$ cat config.mk
export PLATFORM = sky130hd
export DESIGN_NAME = mem_access_ctrl_flat
export DESIGN_NICKNAME = d
export VERILOG_FILES = /design/src/rtl/mem_access_ctrl_if.sv /design/src/rtl/mem_access_ctrl.sv /design/src/flat_wrapper.sv
export SDC_FILE = /design/constraint.sdc
export NUM_CORES = 1
export LEC_CHECK = 0
export CORE_MARGIN = 5
export CORE_UTILIZATION = 40
export DETAILED_ROUTE_END_ITERATION = 8
export PLACE_DENSITY = 0.91
export SYNTH_ARGS = -nofsm -noshare
export SYNTH_HDL_FRONTEND = slang
export SYNTH_SLANG_ARGS = --single-unit
$ cat constraint.sdc
create_clock -name clk -period 4.58 [get_ports clk]
set_clock_uncertainty 0.2 [all_clocks]
set_input_delay 0.687 -clock clk [delete_from_list [all_inputs] [get_ports clk]]
set_output_delay 0.687 -clock clk [all_outputs]
set_load 0.005 [all_outputs]
$ cat src/rtl/mem_access_ctrl_if.sv
// MEM-stage access bundle: pipeline-side load/store request, memory handshake and status.
// master = the access controller, slave = the pipeline/memory side driving it.
interface mem_access_ctrl_if #(
    parameter int DATA_W = 32
);
    logic              MEM_R_en;
    logic              MEM_W_en;
    logic [DATA_W-1:0] address;
    logic [DATA_W-1:0] write_data;
    logic [DATA_W-1:0] read_data;
    logic              pipe_en;
    logic              mem_req;
    logic              mem_we;
    logic [DATA_W-1:0] mem_addr;
    logic [DATA_W-1:0] mem_wdata;
    logic [DATA_W-1:0] mem_rdata;
    logic              mem_ack;
    logic              timeout_err;

    modport master (
        input  MEM_R_en, MEM_W_en, address, write_data, mem_rdata, mem_ack,
        output read_data, pipe_en, mem_req, mem_we, mem_addr, mem_wdata, timeout_err
    );

    modport slave (
        output MEM_R_en, MEM_W_en, address, write_data, mem_rdata, mem_ack,
        input  read_data, pipe_en, mem_req, mem_we, mem_addr, mem_wdata, timeout_err
    );
endinterface

$ cat src/rtl/mem_access_ctrl.sv
// MEM-stage data-memory sequencer: freezes the pipeline, runs req/ack, releases for one cycle.
// Define MEM_TIMEOUT_EN to abort an ACCESS that sees no ack within TIMEOUT_CYCLES cycles.
module mem_access_ctrl #(
    parameter int DATA_W         = 32,
    parameter int TIMEOUT_CYCLES = 255
) (
    input  logic              clk,
    input  logic              rst,
    mem_access_ctrl_if.master bus
);
    typedef enum logic [1:0] {IDLE, ACCESS, DONE} state_t;

`ifdef MEM_TIMEOUT_EN
    localparam bit TIMEOUT_EN = 1'b1;
`else
    localparam bit TIMEOUT_EN = 1'b0;
`endif
    localparam logic [8:0] TIMEOUT_LIM = 9'(TIMEOUT_CYCLES);

    state_t            state, state_nxt;
    logic [7:0]        wait_cnt;
    logic [DATA_W-1:0] rd_q, addr_q, wdata_q;
    logic              we_q;
    logic              req_in, ack_acc, timeout_hit;
    logic              pipe_en_c, mem_req_c;

    assign req_in  = bus.MEM_R_en | bus.MEM_W_en;
    assign ack_acc = (state == ACCESS) & bus.mem_ack;
    // wait_cnt counts the ACCESS cycles already completed, so the current cycle is wait_cnt+1.
    assign timeout_hit = TIMEOUT_EN && (state == ACCESS) && !bus.mem_ack &&
                         (({1'b0, wait_cnt} + 9'd1) >= TIMEOUT_LIM);

    // NOTE: state registers use non-blocking assignments so every flop samples pre-edge values.
    always_ff @(posedge clk or posedge rst) begin
        if (rst) state <= IDLE;
        else     state <= state_nxt;
    end

    // NOTE: every output of this block gets a default first, so no path can infer a latch.
    always_comb begin
        state_nxt = state;
        pipe_en_c = 1'b1;
        mem_req_c = 1'b0;
        case (state)
            IDLE: begin
                if (req_in) begin
                    pipe_en_c = 1'b0;
                    state_nxt = ACCESS;
                end
            end
            ACCESS: begin
                pipe_en_c = 1'b0;
                mem_req_c = 1'b1;
                if (ack_acc || timeout_hit) state_nxt = DONE;
            end
            DONE:    state_nxt = IDLE;
            default: state_nxt = IDLE;
        endcase
    end

    // NOTE: these are plain flops, not a memory array, so they take the async reset directly.
    always_ff @(posedge clk or posedge rst) begin
        if (rst) begin
            rd_q     <= '0;
            addr_q   <= '0;
            wdata_q  <= '0;
            we_q     <= 1'b0;
            wait_cnt <= '0;
        end else begin
            if (state == IDLE && req_in) begin
                addr_q   <= bus.address;
                wdata_q  <= bus.write_data;
                we_q     <= bus.MEM_W_en;  // R and W together resolve to a write
                wait_cnt <= '0;
            end else if (state == ACCESS && wait_cnt != 8'hFF) begin
                wait_cnt <= wait_cnt + 8'd1;
            end

            if (ack_acc && !we_q)  rd_q <= bus.mem_rdata;
            else if (timeout_hit)  rd_q <= DATA_W'(32'hDEAD_BEEF);
        end
    end

`ifdef MEM_TIMEOUT_EN
    logic timeout_q;

    always_ff @(posedge clk or posedge rst) begin
        if (rst)              timeout_q <= 1'b0;
        else if (timeout_hit) timeout_q <= 1'b1;
    end

    assign bus.timeout_err = timeout_q;
`else
    assign bus.timeout_err = 1'b0;
`endif

    // Reset forces the pipeline enabled even if a request is already presented.
    assign bus.pipe_en   = rst | pipe_en_c;
    assign bus.mem_req   = mem_req_c;
    assign bus.mem_we    = we_q;
    assign bus.mem_addr  = addr_q;
    assign bus.mem_wdata = wdata_q;
    assign bus.read_data = rd_q;
endmodule

$ cat src/flat_wrapper.sv
// flat-port wrapper written by rule: the top's interface ports become plain ports
module mem_access_ctrl_flat 
#(
    parameter int DATA_W         = 32,
    parameter int TIMEOUT_CYCLES = 255
)
  (clk, rst, bus_MEM_R_en, bus_MEM_W_en, bus_address, bus_write_data, bus_mem_rdata, bus_mem_ack, bus_read_data, bus_pipe_en, bus_mem_req, bus_mem_we, bus_mem_addr, bus_mem_wdata, bus_timeout_err);
  mem_access_ctrl_if #(.DATA_W(DATA_W)) bus_i ();
  input  logic clk;
  input  logic rst;
  input wire logic [$bits(bus_i.MEM_R_en)-1:0] bus_MEM_R_en;
  input wire logic [$bits(bus_i.MEM_W_en)-1:0] bus_MEM_W_en;
  input wire logic [$bits(bus_i.address)-1:0] bus_address;
  input wire logic [$bits(bus_i.write_data)-1:0] bus_write_data;
  input wire logic [$bits(bus_i.mem_rdata)-1:0] bus_mem_rdata;
  input wire logic [$bits(bus_i.mem_ack)-1:0] bus_mem_ack;
  output wire logic [$bits(bus_i.read_data)-1:0] bus_read_data;
  output wire logic [$bits(bus_i.pipe_en)-1:0] bus_pipe_en;
  output wire logic [$bits(bus_i.mem_req)-1:0] bus_mem_req;
  output wire logic [$bits(bus_i.mem_we)-1:0] bus_mem_we;
  output wire logic [$bits(bus_i.mem_addr)-1:0] bus_mem_addr;
  output wire logic [$bits(bus_i.mem_wdata)-1:0] bus_mem_wdata;
  output wire logic [$bits(bus_i.timeout_err)-1:0] bus_timeout_err;
  assign bus_i.MEM_R_en = bus_MEM_R_en;
  assign bus_i.MEM_W_en = bus_MEM_W_en;
  assign bus_i.address = bus_address;
  assign bus_i.write_data = bus_write_data;
  assign bus_i.mem_rdata = bus_mem_rdata;
  assign bus_i.mem_ack = bus_mem_ack;
  assign bus_read_data = bus_i.read_data;
  assign bus_pipe_en = bus_i.pipe_en;
  assign bus_mem_req = bus_i.mem_req;
  assign bus_mem_we = bus_i.mem_we;
  assign bus_mem_addr = bus_i.mem_addr;
  assign bus_mem_wdata = bus_i.mem_wdata;
  assign bus_timeout_err = bus_i.timeout_err;
  mem_access_ctrl #(.DATA_W(DATA_W), .TIMEOUT_CYCLES(TIMEOUT_CYCLES)) u_core (.clk(clk), .rst(rst), .bus(bus_i));
endmodule
==> results.tsv, run 1 <==
stage	metric	value	unit
logic_synthesis	yosysTopAreaCell	dfrtp_1	
logic_synthesis	ys_ff_latch	99	
power_and_ir_drop	design_power_total	3.96	mW
power_and_ir_drop	ir_drop	0.000288	V
detailed_routing	drt_first_pass_iters	3	
place	gp_congestion	0.698	
power_and_ir_drop	leakagePower	2.58	nW
clock_network	hold_buffers	0	
detailed_routing	postRouteAntennaNets	0	
logic_synthesis	synth_area	0.00391	mm²
critical_path	start_kind	primary input	
timing	setup_tns	0	ns
logic_synthesis	synth_nets	320	
timing	tightest_slew	1.04	ns
place	dp_hpwl	7750	µm
timing	finalSetupViolCount	0	
die	io_pins	201	
critical_path	required	3.69	ns
global_route	grt_first_pass_wirelength	15000	µm
clock_network	cts_root_buf	clkbuf_8	
layout	finalNetCount	522	
critical_path	r2r-end	u_core.bus.read_data[20]	
logic_synthesis	yosys.area.top_type_share	0.634	
logic_synthesis	ys_types	18	
timing	slew_viol_final	0	
timing	relSlewSlack	0.308	
critical_path	crit_family	buffers and inverters	
timing	fin_crit	3.03	ns
detailed_routing	finalWirelength	9800	µm
clock_network	cts.reportedPaths.clkPinSlew	0.08	ns
die	start_util	0.405	
clock_network	cts-resized-gates	0	
die	rows	36	
global_route	grt_max_degree	89	
worst_hold_path	worstHoldPathCells	1	
detailed_routing	drt-initial-drc-count	66	
layout	syn2layout_area_growth	58.3	%
global_route	grt_pass1_vias	2822	
critical_path	ff2ff_setup_slack	2.20	ns
clock_network	ctsHtreeMaxLevel	3	
global_route	antenna_found_initial	0	
critical_path	reg2reg_depth	4	
critical_path	critical_path_buf_inv_count	2	
detailed_routing	routedWlPerCell	17.5	µm
clock_network	clk_latency	0.34	ns
global_route	grt_overflow	0	
critical_path	path_depth	4	
power_and_ir_drop	cellPowerDensity	640	mW/mm²
detailed_routing	drcViolationCount	0	
critical_path	crit_type	primary input to output pin	
logic_synthesis	synth_area_leaders	dfrtp_1 (63%), mux2_2 (19%), mux2_4 (12%)	
critical_path	cp_slowest_stage_delay	0.51	ns
critical_path	cpMostUsedCell	clkdlybuf4s50_1	
critical_path	arrival	2.15	ns
logic_synthesis	yosys_warnings	0	
detailed_routing	vias	2563	
critical_path	reg2reg_from	u_core.state[1]	
timing	fin_crit_sh	0.662	
logic_synthesis	synth.avg_cell_area	17.8	µm²
global_route	track_usage	0.166	
clock_network	cts_inserted_buffers	9	
run	drv_cap	0	
clock_network	postCtsSetupRepairBufs	0	
die	dieArea	0.0118	mm²
clock_network	cts_max_path_buffers	2	
die	core-area	0.00964	mm²
critical_path	cp_slowest_cell	clkdlybuf4s50_1	
layout	n_antenna_cell	0	
critical_path	cp_max_fo	3	
layout	drive_gt1_frac	0.282	
timing	fmax	330	MHz
worst_hold_path	whs_endpoint	u_core.bus.mem_addr[10]	
logic_synthesis	postSynthCellCount	219	
clock_network	cts_sinks	99	
logic_synthesis	yosysSeqAreaShare	0.634	
detailed_routing	vias_per_cell	4.58	
worst_hold_path	min_from	u_core.bus.mem_addr[10]	
critical_path	crit_path_cell_trace	clkdlybuf4s50_1 > nor3_1 > or3_2 > clkdlybuf4s50_1	
worst_hold_path	hold_path_class	flop to flop	
place	portBuffers	199	
outcome	status	finished, final reports clean	
timing	final-hold-violation-count	0	
clock_network	cts_tree	yes	
die	die_h	109	µm
timing	rsz0062_at_grt	false	
critical_path	endpoint_kind	output pin	
die	die_w	109	µm
[through the flow]
| stage | hold slack, ns | util | instance area, µm² | std cells | setup WS (ns) |
|---|---|---|---|---|---|
| 2_1_floorplan | 0.250 | - | 3910 | 219 | 1.10 |
| 3_3_place_gp | 0.289 | 0.617 | 5950 | 543 | 1.56 |
| 3_5_place_dp | 0.291 | 0.617 | 5950 | 543 | 1.50 |
| 4_1_cts | 0.314 | 0.642 | 6190 | 559 | 1.54 |
| 5_1_grt | 0.326 | 0.642 | 6190 | 559 | 1.52 |
| 6_report | 0.310 | 0.642 | 6190 | 559 | 1.55 |
[layer usage]
metal,up-vias,part of all wire,GRT usage
met5,-,0,0
met4,0,0.031,0.0739
met3,22,0.061,0.0361
met2,105,0.55,0.305
met1,1273,0.36,0.183
li1,1163,-,-
[cell usage in the layout (no fill, tap or decap), drive strengths merged]
master	count
dfrtp	99
a22o	1
conb	1
mux2	96
o21a	1
buf	4
a211oi	1
and2b	1
clkinv	2
or3	1
nor2b	1
and3b	1
clkbuf	11
bufinv	3
inv	1
clkdlybuf4s50	199
nor2	1
nor3	1
nand2	1
[synthesized netlist by cell type (all sizes together)]
cell and n:
dfrtp 99, mux2 96, buf 12, a211oi 1
a22o 1, and2b 1, and3b 1, conb 1
inv 1, nand2 1, nor2 1, nor2b 1
nor3 1, o21a 1, or3 1
[cell type report]
| class | count | area [µm²] |
|---|---|---|
| clock buffer | 11 | 141 |
| clock inverter | 5 | 100 |
| fill | 752 | 3450 |
| inverter | 1 | 6.26 |
| multi-input combinational | 107 | 1270 |
| sequential | 99 | 2480 |
| tap | 133 | 166 |
| timing repair buffer | 203 | 2020 |
[state kept, by name, indices dropped and copies added, names as in the netlist]
name and cells:
u_core.state 2, u_core.bus.mem_we 1, u_core.bus.mem_wdata 32, u_core.bus.mem_addr 32, u_core.bus.read_data 32
[cell families after synthesis]
family	count (synthesis)	share of synthesized area
AOI/OAI and AO/OA	3	0.00609
muxes	96	0.305
buffers and inverters	13	0.0403
DFF	99	0.634
other	1	0.000960
and+or+nand+nor	7	0.0131
[power by group]
group / switching [mW] / total, mW / internal (mW)
combinational: 0.497 / 1.76 / 1.26
clock: 0.281 / 0.658 / 0.377
sequential: 0.240 / 1.55 / 1.31
[how the worst max path moves through the flow]
stage                       from                       end  slack (ns)
floorplan                    rst    u_core.bus.mem_addr[0]        1.10
global placement     bus_mem_ack  u_core.bus.read_data[23]        1.56
detailed placement   bus_mem_ack  u_core.bus.read_data[19]        1.50
CTS                 bus_MEM_R_en               bus_pipe_en        1.54
global route        bus_MEM_W_en               bus_pipe_en        1.52
finish              bus_MEM_R_en               bus_pipe_en        1.55
(Power assumes the default switching activity.)
==> run 2: changes to the inputs <==
--- a/config.mk
+++ b/config.mk
@@ -6,9 +6,9 @@
 export NUM_CORES = 1
 export LEC_CHECK = 0
 export CORE_MARGIN = 5
-export CORE_UTILIZATION = 40
+export CORE_UTILIZATION = 36
 export DETAILED_ROUTE_END_ITERATION = 8
-export PLACE_DENSITY = 0.91
+export PLACE_DENSITY = 0.87
 export SYNTH_ARGS = -nofsm -noshare
 export SYNTH_HDL_FRONTEND = slang
 export SYNTH_SLANG_ARGS = --single-unit
==> constraint.sdc (replaced) <==
create_clock -name clk -period 2.6 [get_ports clk]
set_clock_uncertainty 0.2 [all_clocks]
set_input_delay 0.39 -clock clk [delete_from_list [all_inputs] [get_ports clk]]
set_output_delay 0.39 -clock clk [all_outputs]
set_load 0.005 [all_outputs]
==> results.tsv, run 2 (synthesized netlist as in run 1, its figures left out) <==
stage	metric	value	unit	change
critical_path	reg2reg_from	u_core.state[0]		
place	dp_hpwl	7360	µm	-5.0%
die	die_w	114	µm	+4.9%
clock_network	cts_sinks	99		unchanged
clock_network	cts_inserted_buffers	9		unchanged
clock_network	cts_root_buf	clkbuf_8		
outcome	status	finished, final reports clean		
detailed_routing	drcViolationCount	0		unchanged
power_and_ir_drop	clkPwrFrac	0.133		-0.033
die	dieArea	0.0130	mm²	+10%
layout	layout_common_cells	clkdlybuf4s50_1 (199), dfrtp_1 (99), mux2_2 (66), mux2_4 (30), clkbuf_8 (9)		
global_route	grtUsageMet3	0.0481		+0.0120
global_route	grt_overflow	0		unchanged
worst_hold_path	hold_path_class	primary input to asynchronous set/reset pin		
global_route	grt_pass1_vias	2924		+3.6%
layout	n_antenna_cell	0		unchanged
die	die_h	114	µm	+4.9%
critical_path	crit_type	primary input to output pin		
detailed_routing	vias_per_cell	4.54		-1.1%
critical_path	crit_path_cell_trace	clkdlybuf4s50_1 > nor3_1 > or3_2 > clkdlybuf4s50_1		
layout	finalNetCount	524		+0.38%
critical_path	endpoint_kind	output pin		
global_route	grt_util_met2	0.247		-0.0583
layout	nFillCells	874		+16%
critical_path	start_kind	primary input		
global_route	busiest_layer	met2		
die	core-area	0.0107	mm²	+11%
power_and_ir_drop	cellPowerDensity	1090	mW/mm²	+70%
detailed_routing	drt_first_pass_iters	3		unchanged
critical_path	cp_slowest_stage_delay	0.51	ns	about the same
critical_path	cp_slowest_cell	clkdlybuf4s50_1		
timing	final-hold-violation-count	0		unchanged
clock_network	cts-resized-gates	0		unchanged
critical_path	required	2.01	ns	-1.68 ns
die	rows	38		+5.6%
critical_path	reg2reg_depth	4		unchanged
die	start_util	0.364		-0.0417
power_and_ir_drop	p_sw	1.81	mW	+78%
detailed_routing	finalWirelength	9660	µm	-1.4%
timing	slew_viol_final	0		unchanged
critical_path	cpMostUsedCell	clkdlybuf4s50_1		
power_and_ir_drop	leakagePower	2.57	nW	-0.55%
critical_path	cp_max_fo	3		unchanged
clock_network	cts_max_path_buffers	2		unchanged
critical_path	crit_family	buffers and inverters		
clock_network	hold_buffers	0		unchanged
critical_path	cp-endpoint	bus_pipe_en		
detailed_routing	routedWlPerCell	17.0	µm	-3.0%
run	drv_cap	0		unchanged
timing	finalSetupViolCount	0		unchanged
layout	syn2layout_area_growth	58.4	%	about the same
critical_path	ff2ff_setup_slack	0.84	ns	-1.36 ns
global_route	grt_max_degree	60		-33%
detailed_routing	postRouteAntennaNets	0		unchanged
timing	fin_crit	2.46	ns	
critical_path	r2r-end	u_core.bus.mem_wdata[3]		
global_route	track_usage	0.150		-0.0161
global_route	grt_first_pass_wirelength	15400	µm	+2.9%
layout	final_common_cell	clkdlybuf4s50_1		
clock_network	ctsHtreeMaxLevel	3		unchanged
timing	fin_crit_sh	0.946		
detailed_routing	drt-initial-drc-count	75		+14%
critical_path	critical_path_buf_inv_count	2		unchanged
clock_network	clk_latency	0.35	ns	about the same
power_and_ir_drop	sw_frac_of_total	0.270		+0.0128
timing	whs	0.297	ns	-0.0122 ns
timing	fmax	407	MHz	
global_route	antenna_found_initial	0		unchanged
critical_path	arrival	1.87	ns	-0.28 ns
timing	setup_tns	0	ns	unchanged
critical_path	path_depth	4		unchanged
clock_network	cts_tree	yes		
timing	rsz0062_at_grt	false		
clock_network	cts.reportedPaths.clkPinSlew	0.10	ns	+0.02 ns
critical_path	startpoint	bus_MEM_R_en		
clock_network	postCtsSetupRepairBufs	0		unchanged
power_and_ir_drop	ir_drop	0.000460	V	+60%
power_and_ir_drop	intPower	4.91	mW	+67%
place	gp_congestion	0.770		+10%
layout	drive_gt1_frac	0.283		+0.00102
die	io_pins	201		unchanged
place	portBuffers	199		unchanged
global_route	grt_util_met1	0.181		-0.00190
detailed_routing	vias	2576		+0.51%
power_and_ir_drop	pwr-share-seq	0.405		+0.015
power_and_ir_drop	p_comb_frac	0.462		+0.018
## run 2: worst min path at each step
stage                            startpoint                       end
finish                                  rst  u_core.bus.read_data[19]
global route                            rst  u_core.bus.read_data[27]
CTS                                     rst  u_core.bus.read_data[19]
detailed placement  u_core.bus.read_data[1]   u_core.bus.read_data[1]
global placement    u_core.bus.mem_addr[29]   u_core.bus.mem_addr[29]
floorplan                   u_core.state[1]           u_core.state[0]
## run 2: final cells by class
cell class,count,area [µm²],area share
Sequential cell,99,2480,0.400
Timing Repair Buffer,205,2090,0.337
Multi-Input combinational cell,107,1270,0.206
Tap cell,140,175,0.0283
Clock buffer,11,131,0.0212
Clock inverter,5,36.3,0.00586
Inverter,1,7.51,0.00121
## run 2: power by group through the flow
| stage | Clock (mW) | Combinational, mW | Sequential [mW] |
|---|---|---|---|
| after detailed placement | 0 | 3.16 | 2.75 |
| after global routing | 0.996 | 3.30 | 2.85 |
| after floorplan | 0 | 1.19 | 2.77 |
| after global placement | 0 | 3.08 | 2.72 |
| after CTS | 0.934 | 3.17 | 2.74 |
| final | 0.891 | 3.11 | 2.72 |
## run 2: stage by stage
stage               instance area (µm²)  total power, mW   util  cells  setup slack, ns
finish                             6190             6.72  0.576    568            0.141
global placement                   6020             5.80  0.560    552            0.171
global route                       6190             7.14  0.576    568           0.0969
floorplan                          3910             3.97      -    219            0.834
CTS                                6190             6.84  0.576    568            0.131
detailed placement                 6020             5.91  0.560    552            0.137
## run 2: tightest hold or removal path, stage by stage
cell and delay [ns]:
clkdlybuf4s50_1 0.45, clkinvlp_4 0.12, buf_12 0.28
## run 2: per-layer routing
metal  wire (µm)  vias up  share of wire
li1            -     1176              -
met1        3810     1261           0.39
met2        4720      121           0.49
met3         893       18          0.092
met4         240        0          0.025
met5           0        -              0
==> run 3: changes to the inputs <==
--- a/config.mk
+++ b/config.mk
@@ -8,7 +8,7 @@
 export CORE_MARGIN = 5
 export CORE_UTILIZATION = 36
 export DETAILED_ROUTE_END_ITERATION = 8
-export PLACE_DENSITY = 0.87
+export PLACE_DENSITY = 0.76
 export SYNTH_ARGS = -nofsm -noshare
 export SYNTH_HDL_FRONTEND = slang
 export SYNTH_SLANG_ARGS = --single-unit
==> results.tsv, run 3 (synthesized netlist as in run 1, its figures left out) <==
stage	metric	value	unit	change
outcome	status	finished, final reports clean		
power_and_ir_drop	design_power_total	6.75	mW	+0.42%
clock_network	cts_root_buf	clkbuf_8		
layout	drive_gt1_frac	0.278		-0.00467
layout	nFillCells	882		+0.92%
die	rows	38		unchanged
detailed_routing	postRouteAntennaNets	0		unchanged
place	gp_congestion	0.728		-5.4%
clock_network	cts.reportedPaths.clkPinSlew	0.08	ns	-0.02 ns
global_route	antenna_found_initial	0		unchanged
clock_network	clk_latency	0.35	ns	about the same
critical_path	startpoint	bus_MEM_W_en		
clock_network	cts_inserted_buffers	9		unchanged
global_route	grt_first_pass_wirelength	15100	µm	-1.8%
global_route	grt_max_degree	64		+6.7%
detailed_routing	routedWlPerCell	16.7	µm	-1.8%
place	dpl_cell_area	0.00600	mm²	-0.42%
critical_path	required	2.01	ns	about the same
critical_path	endpoint_kind	output pin		
power_and_ir_drop	cellPowerDensity	1090	mW/mm²	+0.50%
clock_network	cts_sinks	99		unchanged
run	drv_cap	0		unchanged
detailed_routing	vias_per_cell	4.45		-1.9%
die	core-area	0.0107	mm²	unchanged
die	die_w	114	µm	unchanged
timing	fin_crit	2.46	ns	+0.00601 ns
timing	fmax	406	MHz	-0.24%
layout	final_area	0.00618	mm²	about the same
detailed_routing	drt-initial-drc-count	79		+5.3%
detailed_routing	drt_first_pass_iters	3		unchanged
die	dieArea	0.0130	mm²	unchanged
global_route	grt_pass1_vias	2917		-0.24%
global_route	grt_overflow	0		unchanged
layout	n_antenna_cell	0		unchanged
layout	finalNetCount	524		unchanged
timing	rsz0062_at_grt	false		
critical_path	reg2reg_from	u_core.state[0]		
critical_path	ff2ff_setup_slack	0.77	ns	-0.07 ns
critical_path	reg2reg_depth	4		unchanged
layout	multi_input_area	0.00127	mm²	unchanged
clock_network	ctsHtreeMaxLevel	3		unchanged
timing	final-hold-violation-count	0		unchanged
timing	whs	0.299	ns	+0.00148 ns
clock_network	cts-resized-gates	0		unchanged
layout	layout_common_cells	clkdlybuf4s50_1 (199), dfrtp_1 (99), mux2_2 (66), mux2_4 (30), clkbuf_8 (10)		
clock_network	hold_buffers	0		unchanged
critical_path	start_kind	primary input		
die	io_pins	201		unchanged
clock_network	cts_max_path_buffers	2		unchanged
die	start_util	0.364		unchanged
detailed_routing	drcViolationCount	0		unchanged
critical_path	r2r-end	u_core.bus.mem_wdata[11]		
timing	finalSetupViolCount	0		unchanged
layout	regArea	0.00248	mm²	unchanged
place	portBuffers	199		unchanged
critical_path	cp_max_fo	3		unchanged
power_and_ir_drop	ir_drop	0.000539	V	+17%
timing	fin_crit_sh	0.948		+0.00231
timing	setup_tns	0	ns	unchanged
place	dp_hpwl	7240	µm	-1.6%
layout	syn2layout_area_growth	58.2	%	about the same
timing	slew_viol_final	0		unchanged
worst_hold_path	hold_path_class	primary input to asynchronous set/reset pin		
global_route	track_usage	0.149		-0.000443
die	die_h	114	µm	unchanged
clock_network	cts_tree	yes		
power_and_ir_drop	leakagePower	2.57	nW	about the same
critical_path	crit_type	primary input to output pin		
detailed_routing	vias	2526		-1.9%
clock_network	postCtsSetupRepairBufs	0		unchanged
detailed_routing	finalWirelength	9490	µm	-1.8%
critical_path	arrival	1.87	ns	about the same
layout	final_common_cell	clkdlybuf4s50_1		
[run 3: cell count changes in the layout (fill, tap and decap cells not counted)]
| cell | before | now |
|---|---|---|
| clkinv_4 | 1 | 0 |
| clkbuf_1 | 2 | 4 |
| inv_6 | 2 | 0 |
| clkinv_2 | 2 | 1 |
| buf_12 | 4 | 2 |
| bufinv_16 | 0 | 1 |
| clkbuf_8 | 9 | 10 |
| buf_4 | 2 | 4 |
[run 3: power breakdown]
group | total, mW | internal (mW) | switching, mW | leakage, nW
combinational | 3.08 | 2.24 | 0.848 | 1.31
sequential | 2.71 | 2.30 | 0.406 | 1.16
clock | 0.960 | 0.473 | 0.488 | 0.0947
[run 3: area by class of cell]
type	instances	share of cell area
Timing Repair Buffer	205	0.333
Inverter	1	0.00121
Multi-Input combinational cell	107	0.206
Clock inverter	2	0.00567
Tap cell	140	0.0283
Clock buffer	14	0.0247
Sequential cell	99	0.401
[run 3: worst max-delay path by stage]
stage	to	slack (ns)	cells past startpoint
after floorplan	u_core.bus.mem_addr[0]	0.83	1
after global placement	bus_pipe_en	0.14	4
after detailed placement	bus_pipe_en	0.13	4
after CTS	bus_pipe_en	0.13	4
after global routing	bus_pipe_en	0.09	4
final	bus_pipe_en	0.14	4
[run 3: stage by stage]
step,setup WS [ns],instances,util
2_1_floorplan,0.834,219,-
3_3_place_gp,0.135,552,0.558
3_5_place_dp,0.132,552,0.558
4_1_cts,0.132,568,0.575
5_1_grt,0.0882,568,0.575
6_report,0.135,568,0.575
[run 3: per-layer routing]
layer,GRT usage,share of wire,wire (µm),vias to the layer above
li1,-,-,-,1172
met2,0.253,0.51,4830,109
met1,0.174,0.39,3750,1227
met3,0.0460,0.072,684,18
met4,0.0681,0.024,228,0
met5,0,0,0,-
[run 3: worst max-delay path: stages]
cell and delay (ns):
clkdlybuf4s50_1 0.51, nor3_1 0.08, or3_2 0.43, clkdlybuf4s50_1 0.46
